**config.mk**
```make
export PLATFORM = sky130hd
export DESIGN_NAME = fb_write_arbiter_flat
export DESIGN_NICKNAME = d
export VERILOG_FILES = /design/src/rtl/paint_pkg.sv /design/src/rtl/fb_write_arbiter_if.sv /design/src/rtl/fb_write_arbiter_rr_pick.sv /design/src/rtl/fb_write_arbiter.sv /design/src/flat_wrapper.sv
export SDC_FILE = /design/constraint.sdc
export NUM_CORES = 1
export LEC_CHECK = 0
export ABC_CLOCK_PERIOD_IN_PS = 3300
export CELL_PAD_IN_SITES_DETAIL_PLACEMENT = 1
export CELL_PAD_IN_SITES_GLOBAL_PLACEMENT = 2
export CORE_UTILIZATION = 21
export CTS_CLUSTER_DIAMETER = 120
export DETAILED_ROUTE_END_ITERATION = 7
export GPL_TIMING_DRIVEN = 0
export PLACE_DENSITY = 0.95
export SYNTH_ARGS = -nofsm -noshare
export SYNTH_HDL_FRONTEND = slang
export SYNTH_SLANG_ARGS = --single-unit
```
**constraint.sdc**
```tcl
create_clock -name clk -period 3.3 [get_ports clk]
set_clock_uncertainty 0.1 [all_clocks]
set_input_delay 0.99 -clock clk [delete_from_list [all_inputs] [get_ports clk]]
set_output_delay 0.99 -clock clk [all_outputs]
set_load 0.1 [all_outputs]
```
**src/rtl/paint_pkg.sv**
```systemverilog
// Shared types and sizes for the paint frame-buffer write path.
package paint_pkg;

  localparam int N_REQ   = 4;
  localparam int COORD_W = 8;
  localparam int DATA_W  = 8;
  localparam int X_BITS  = 6;
  localparam int Y_BITS  = 6;
  localparam int A_W     = X_BITS + Y_BITS;
  localparam int RR_W    = $clog2(N_REQ);

  localparam logic [RR_W-1:0] REQ_CLEAR  = RR_W'(0);
  localparam logic [RR_W-1:0] REQ_PAINT  = RR_W'(1);
  localparam logic [RR_W-1:0] REQ_CURSOR = RR_W'(2);
  localparam logic [RR_W-1:0] REQ_PALETA = RR_W'(N_REQ - 1);

  typedef enum logic {
    ST_IDLE  = 1'b0,
    ST_BURST = 1'b1
  } state_t;

  function automatic logic [A_W-1:0] fb_lin(
    input logic [COORD_W-1:0] x,
    input logic [COORD_W-1:0] y
  );
    return {y[Y_BITS-1:0], x[X_BITS-1:0]};
  endfunction

  function automatic logic in_bounds(
    input logic [COORD_W-1:0] x,
    input logic [COORD_W-1:0] y
  );
    return ~|x[COORD_W-1:X_BITS] & ~|y[COORD_W-1:Y_BITS];
  endfunction

endpackage

```
**src/rtl/fb_write_arbiter_if.sv**
```systemverilog
// Requester-side and frame-buffer-side signals of the write arbiter.
interface fb_write_arbiter_if;
  import paint_pkg::*;

  logic [N_REQ-1:0]         req;
  logic [N_REQ-1:0]         last;
  logic [N_REQ*COORD_W-1:0] x_in;
  logic [N_REQ*COORD_W-1:0] y_in;
  logic [N_REQ*DATA_W-1:0]  d_in;
  logic [N_REQ-1:0]         gnt;
  logic [N_REQ-1:0]         done;
  logic                     fb_we;
  logic [A_W-1:0]           fb_addr;
  logic [DATA_W-1:0]        fb_data;
  logic                     fb_ready;
  logic                     oob_err;

  modport master (
    output req, last, x_in, y_in, d_in,
    output fb_ready,
    input  gnt, done,
    input  fb_we, fb_addr, fb_data,
    input  oob_err
  );

  modport slave (
    input  req, last, x_in, y_in, d_in,
    input  fb_ready,
    output gnt, done,
    output fb_we, fb_addr, fb_data,
    output oob_err
  );

endinterface

```
**src/rtl/fb_write_arbiter_rr_pick.sv**
```systemverilog
// Rotating-priority one-hot pick over requesters 1..N_REQ-1.
module rr_pick
  import paint_pkg::*;
(
  input  logic [RR_W-1:0]  rr_ptr,
  input  logic [N_REQ-1:1] mask,
  output logic [N_REQ-1:0] win,
  output logic             valid
);

  logic [N_REQ-1:0] m;
  int               idx;

  assign m = {mask, 1'b0};

  // Offset keeps the modulo argument non-negative for any rr_ptr.
  always_comb begin
    win   = '0;
    valid = 1'b0;
    idx   = 1;
    for (int k = 0; k < N_REQ - 1; k++) begin
      idx = ((int'(rr_ptr) + N_REQ - 2 + k) % (N_REQ - 1)) + 1;
      if (!valid && m[idx]) begin
        win[idx] = 1'b1;
        valid    = 1'b1;
      end
    end
  end

endmodule

```
**src/rtl/fb_write_arbiter.sv**
```systemverilog
// Burst-atomic arbiter for the single frame-buffer write port.
module fb_write_arbiter
  import paint_pkg::*;
(
  input logic               clk,
  input logic               rst,
  fb_write_arbiter_if.slave bus
);

  state_t              state, state_d;
  logic [N_REQ-1:0]    gnt_q, gnt_d;
  logic [N_REQ-1:0]    done_q, done_d;
  logic [RR_W-1:0]     rr_ptr, rr_d;
  logic [N_REQ-1:0]    pick;
  logic                pick_v;

  logic                fb_we_q;
  logic [A_W-1:0]      fb_addr_q;
  logic [DATA_W-1:0]   fb_data_q;
  logic                oob_q;

  logic [COORD_W-1:0]  sel_x, sel_y;
  logic [DATA_W-1:0]   sel_d;
  logic [RR_W-1:0]     widx;
  logic                take, beat, beat_last, in_rng;

  rr_pick u_pick (
    .rr_ptr (rr_ptr),
    .mask   (bus.req[N_REQ-1:1]),
    .win    (pick),
    .valid  (pick_v)
  );

  always_comb begin
    sel_x = '0;
    sel_y = '0;
    sel_d = '0;
    widx  = '0;
    for (int i = 0; i < N_REQ; i++) begin
      if (gnt_q[i]) begin
        sel_x = bus.x_in[i*COORD_W +: COORD_W];
        sel_y = bus.y_in[i*COORD_W +: COORD_W];
        sel_d = bus.d_in[i*DATA_W +: DATA_W];
        widx  = RR_W'(i);
      end
    end
  end

  // Output register drains this edge or is empty: no bubble at full rate.
  assign take      = !fb_we_q || bus.fb_ready;
  assign beat      = (state == ST_BURST) && |(gnt_q & bus.req) && take;
  assign beat_last = beat && |(gnt_q & bus.last);
  assign in_rng    = in_bounds(sel_x, sel_y);

  always_comb begin
    state_d = state;
    gnt_d   = gnt_q;
    done_d  = '0;
    rr_d    = rr_ptr;
    unique case (state)
      ST_IDLE: begin
        priority case (1'b1)
          bus.req[REQ_CLEAR]: begin
            gnt_d   = N_REQ'(1);
            state_d = ST_BURST;
          end
          pick_v: begin
            gnt_d   = pick;
            state_d = ST_BURST;
          end
          default: ;
        endcase
      end
      ST_BURST: begin
        if (beat_last) begin
          done_d  = gnt_q;
          gnt_d   = '0;
          state_d = ST_IDLE;
          if (widx != REQ_CLEAR)
            rr_d = (widx == REQ_PALETA) ? REQ_PAINT
                                        : widx + RR_W'(1);
        end
      end
      default: state_d = ST_IDLE;
    endcase
  end

  always_ff @(negedge clk or posedge rst) begin
    if (rst) begin
      state  <= ST_IDLE;
      gnt_q  <= '0;
      done_q <= '0;
      rr_ptr <= REQ_PAINT;
    end else begin
      state  <= state_d;
      gnt_q  <= gnt_d;
      done_q <= done_d;
      rr_ptr <= rr_d;
    end
  end

  // Out-of-range beats still count toward the burst but never write.
  always_ff @(negedge clk or posedge rst) begin
    if (rst) begin
      fb_we_q   <= 1'b0;
      fb_addr_q <= '0;
      fb_data_q <= '0;
      oob_q     <= 1'b0;
    end else if (beat) begin
      if (in_rng) begin
        fb_we_q   <= 1'b1;
        fb_addr_q <= fb_lin(sel_x, sel_y);
        fb_data_q <= sel_d;
      end else begin
        fb_we_q <= 1'b0;
        oob_q   <= 1'b1;
      end
    end else if (bus.fb_ready) begin
      fb_we_q <= 1'b0;
    end
  end

  assign bus.gnt     = gnt_q;
  assign bus.done    = done_q;
  assign bus.fb_we   = fb_we_q;
  assign bus.fb_addr = fb_addr_q;
  assign bus.fb_data = fb_data_q;
  assign bus.oob_err = oob_q;

endmodule

```
**src/flat_wrapper.sv**
```systemverilog
// flat-port wrapper written by rule: the top's interface ports become plain ports
module fb_write_arbiter_flat import paint_pkg::*;
  (clk, rst, bus_req, bus_last, bus_x_in, bus_y_in, bus_d_in, bus_fb_ready, bus_gnt, bus_done, bus_fb_we, bus_fb_addr, bus_fb_data, bus_oob_err);
  fb_write_arbiter_if bus_i ();
  input logic clk;
  input logic rst;
  input wire logic [$bits(bus_i.req)-1:0] bus_req;
  input wire logic [$bits(bus_i.last)-1:0] bus_last;
  input wire logic [$bits(bus_i.x_in)-1:0] bus_x_in;
  input wire logic [$bits(bus_i.y_in)-1:0] bus_y_in;
  input wire logic [$bits(bus_i.d_in)-1:0] bus_d_in;
  input wire logic [$bits(bus_i.fb_ready)-1:0] bus_fb_ready;
  output wire logic [$bits(bus_i.gnt)-1:0] bus_gnt;
  output wire logic [$bits(bus_i.done)-1:0] bus_done;
  output wire logic [$bits(bus_i.fb_we)-1:0] bus_fb_we;
  output wire logic [$bits(bus_i.fb_addr)-1:0] bus_fb_addr;
  output wire logic [$bits(bus_i.fb_data)-1:0] bus_fb_data;
  output wire logic [$bits(bus_i.oob_err)-1:0] bus_oob_err;
  assign bus_i.req = bus_req;
  assign bus_i.last = bus_last;
  assign bus_i.x_in = bus_x_in;
  assign bus_i.y_in = bus_y_in;
  assign bus_i.d_in = bus_d_in;
  assign bus_i.fb_ready = bus_fb_ready;
  assign bus_gnt = bus_i.gnt;
  assign bus_done = bus_i.done;
  assign bus_fb_we = bus_i.fb_we;
  assign bus_fb_addr = bus_i.fb_addr;
  assign bus_fb_data = bus_i.fb_data;
  assign bus_oob_err = bus_i.oob_err;
  fb_write_arbiter u_core (.clk(clk), .rst(rst), .bus(bus_i));
endmodule
```
==> summary.md <==
| Metric | Value |
|---|---|
| Status | finished with violations |
| Failing checks | negative setup slack |
| Die area | 10,850 um2 |
| Dpl hpwl | 6.996 mm |
| CTS root buffer | clkbuf_8 |
| H-tree Lvls | 2 |
| Dpl cells | 515 |
| Min-Delay Path Depth | 1 |
| WHS Endpoint | u_core.bus.oob_err$_DFFE_NP0P_ |
| Crit. End Element | flop |
| Total number of vias | 2,833 |
| Area growth, synth to finish | 123.7% |
| Flop2flop setup slack | 630 ps |
| Worst-path maximum fanout | 7 |
| Vert. Die Dim | 104.1 um |
| First-pass GRT wire length | 16.47 mm |
| Hold Vio Cnt, Final | 0 |
| # diodes | 0 |
| Reg clk slew, reported paths | 50 ps |
| Clock Path Buffers | 2 |
| Die width | 104.1 um |
| Final global-route overflow total | 0 |
| Initial antenna violation count | 0 |
| Largest net degree at the start of global routing | 18 |
| P_leak | 0.002011 uW |
| Syn Nets | 364 |
| Critical Path Source Type | input pin |
| IO Port Bufs | 136 |
| Power per cell area | 1047 nW/um2 |
| Synthesized netlist cell count | 246 |
| Worst hold start | u_core.bus.oob_err$_DFFE_NP0P_ |
| Slack of the critical path | -570.5 ps |
| Ports | 137 |
| Worst-Margin Slew | 613.1 ps |
| # clock sinks | 33 |
| Slew Limit Headroom | 59.12% |
| Post-Syn Area | 2191 um2 |
| FF/Latch Area | 827.0 um2 |
| CTS tree | done |
| Fillers | 1,068 |
| Reg2reg end | u_core.rr_ptr[1]$_DFFE_NP0P_ |
| Post-synthesis sequential area ratio | 37.75% |
| Worst reg2reg startpoint | u_core.bus.gnt[3]$_DFFE_NP0P_ |
| Synth Warn # | 0 |
| Final setup TNS | -27,000 ps |
| Hold Crit Class | flop to flop |
| Share of cells above drive strength 1 | 39.22% |
| Footprint of the multi-input gates | 1603 um2 |
| Mean Syn Cell Area | 8.906 um2 |
| CTS Buf Count | 5 |
| Worst r2r path cells | 9 |
| Core Box Area | 9955 um2 |
| Final nets | 553 |
| Unrepaired setup endpoints after global routing | true |
| DR iter-0 viols | 123 |
| GP Congestion | 0.7874 |
| Synthesized flop and latch total | 33 |
| Crit path kind | input pin to flop |
| ANT nets after route | 0 |
| Initial core utilization | 22.01% |
| Worst-Skew Late Latency | 340 ps |
| Data required, critical path | 1680 ps |
| Final setup fails | 63 |
| DRC Markers | 0 |
| Pre-CTS WS | -1297 ps |
| Layout Cells excl Fill | 569 |
| Gr usage total | 19.41% |
| Number of global-route vias before repair | 3,038 |
| Slew Viols, Final | 0 |
| Row cnt | 36 |
| Routed len/inst | 19.77 um |
| DRT Pass-1 Iters | 4 |
| Total Wirelength | 11.25 mm |
| Maximum Capacitance Violations | 0 |
| Synth unique cells | 42 |
| Overall power | 5131 uW |
| Maximum VDD drop | 0.0007893 V |
| Worst Path Arrival | 2250 ps |
| Vias per std cell | 4.979 |
cells by family after synthesis:
| logic type | count (synthesis) | synth area share, % |
|---|---|---|
| AO/OA/AOI/OAI | 89 | 30.38 |
| buffers and inverters | 26 | 4.911 |
| AND/OR/NAND/NOR | 80 | 17.08 |
| adder cells (fa/ha/maj) | 11 | 6.282 |
| flip-flops | 33 | 37.75 |
| multiplexers | 7 | 3.598 |
placed cells by master, fill, tap and decap left out, types with 2 or more instances in the layout:
cell	instances
a21oi_2	21
a21oi_4	3
a221oi_1	20
a22oi_1	20
a22oi_2	2
a32o_1	2
and2_1	3
and2_4	3
and4b_1	2
buf_12	33
buf_2	7
buf_4	35
buf_6	11
buf_8	7
clkbuf_1	10
clkbuf_2	3
clkbuf_8	5
clkdlybuf4s15_1	4
clkdlybuf4s15_2	2
clkdlybuf4s50_1	81
clkinvlp_4	2
dfrtn_1	32
dlygate4sd2_1	2
dlymetal6s2s_1	4
ha_1	11
inv_1	6
mux2i_1	3
mux2i_4	2
nand2_1	5
nand2_2	2
nand2b_4	2
nand3_1	3
nand3b_1	2
nor2_1	40
nor2_2	4
nor4_4	2
o21ai_2	2
o31ai_2	2
o41ai_4	2
state kept, by name (all words and copies together), names as in the netlist:
signal,flops
u_core.bus.gnt,4
u_core.bus.fb_data,8
u_core.bus.fb_addr,12
u_core.bus.done,4
u_core.rr_ptr,2
u_core.bus.oob_err,1
u_core.bus.fb_we,1
u_core.state,1
repair_timing:
action / 4_1_cts / 5_1_grt
pin swaps: 22 / 20
gates resized for setup: 378 / 65
cloned: 3 / 0
hold buffers: 0 / 0
endpoints found under the setup margin: 95 / 63
setup buffers: 23 / 21
cell usage after synthesis, drive strengths merged:
library cell | count | area [um2]
a21boi | 1 | 7.510
a21o | 1 | 7.510
a21oi | 25 | 125.1
a221oi | 20 | 175.2
a22o | 2 | 17.52
a22oi | 22 | 165.2
a2bb2oi | 1 | 8.760
a31oi | 2 | 12.51
a32o | 2 | 20.02
a41oi | 1 | 16.27
and2 | 6 | 37.54
and4b | 2 | 20.02
buf | 9 | 43.79
clkbuf | 9 | 33.78
dfrtn | 32 | 800.8
dfstp | 1 | 26.28
ha | 11 | 137.6
inv | 8 | 30.03
mux2 | 1 | 11.26
mux2i | 6 | 67.57
nand2 | 7 | 26.28
nand2b | 3 | 18.77
nand3 | 5 | 25.02
nand3b | 2 | 15.01
nand4 | 1 | 6.260
nand4b | 1 | 8.760
nor2 | 45 | 168.9
nor2b | 1 | 6.260
nor3 | 3 | 15.01
nor3b | 1 | 7.510
nor4 | 2 | 12.51
o211ai | 1 | 12.51
o21ai | 4 | 23.77
o21bai | 1 | 7.510
o22ai | 1 | 6.260
o31ai | 2 | 15.01
o41ai | 3 | 45.05
or2 | 1 | 6.260
how the worst max path moves through the flow:
stage / from / end / slack [ps] / depth (start not counted)
global route: bus_y_in[14] / u_core.bus.fb_data[1]$_DFFE_NP0P_ / -630 / 7
global placement: bus_req[0] / u_core.bus.fb_addr[0]$_DFFE_NP0P_ / -1250 / 7
finish: bus_y_in[14] / u_core.bus.fb_data[1]$_DFFE_NP0P_ / -570 / 7
detailed placement: bus_x_in[7] / u_core.bus.fb_addr[4]$_DFFE_NP0P_ / -1300 / 6
CTS: bus_y_in[7] / u_core.bus.fb_addr[4]$_DFFE_NP0P_ / -560 / 7
floorplan: bus_req[3] / u_core.bus.gnt[1]$_DFFE_NP0P_ / -490 / 4
final cells by class:
type,count,area share [%]
timing repair inverter,1,0.1532
clock inverter,3,0.2808
sequential,33,16.88
multi-input combinational,187,32.70
buffer,18,2.425
timing repair buffer,181,42.07
clock buffer,6,1.481
tap,133,3.395
inverter,7,0.6127
power by group:
group / internal, uW / switching, uW
Sequential: 599 / 200
Clock: 147 / 154
Combinational: 1640 / 2390
Total: 2380 / 2750
metal layers:
layer | global-route usage [%] | wire length [um]
met5 | 0 | 0
met4 | 4.592 | 192
met3 | 4.386 | 556
met2 | 36.48 | 6130
met1 | 22.00 | 4371
critical path, stage by stage:
cell and delay, ps:
clkdlybuf4s15_1 180, nor3_2 210, nand4b_1 260, a41oi_4 240, buf_12 170, buf_8 130
a21oi_2 60
through the flow:
stage          cell area, um2  hold slack (ps)  utilization [%]
6_report                 4901            390.3            49.23
4_1_cts                  4527            391.2            45.48
3_3_place_gp             3781            325.6            37.98
3_5_place_dp             3781            321.3            37.98
2_1_floorplan            2253            420.3                -
5_1_grt                  4901            429.1            49.23
Note: power is estimated with default switching activity, not from simulation.
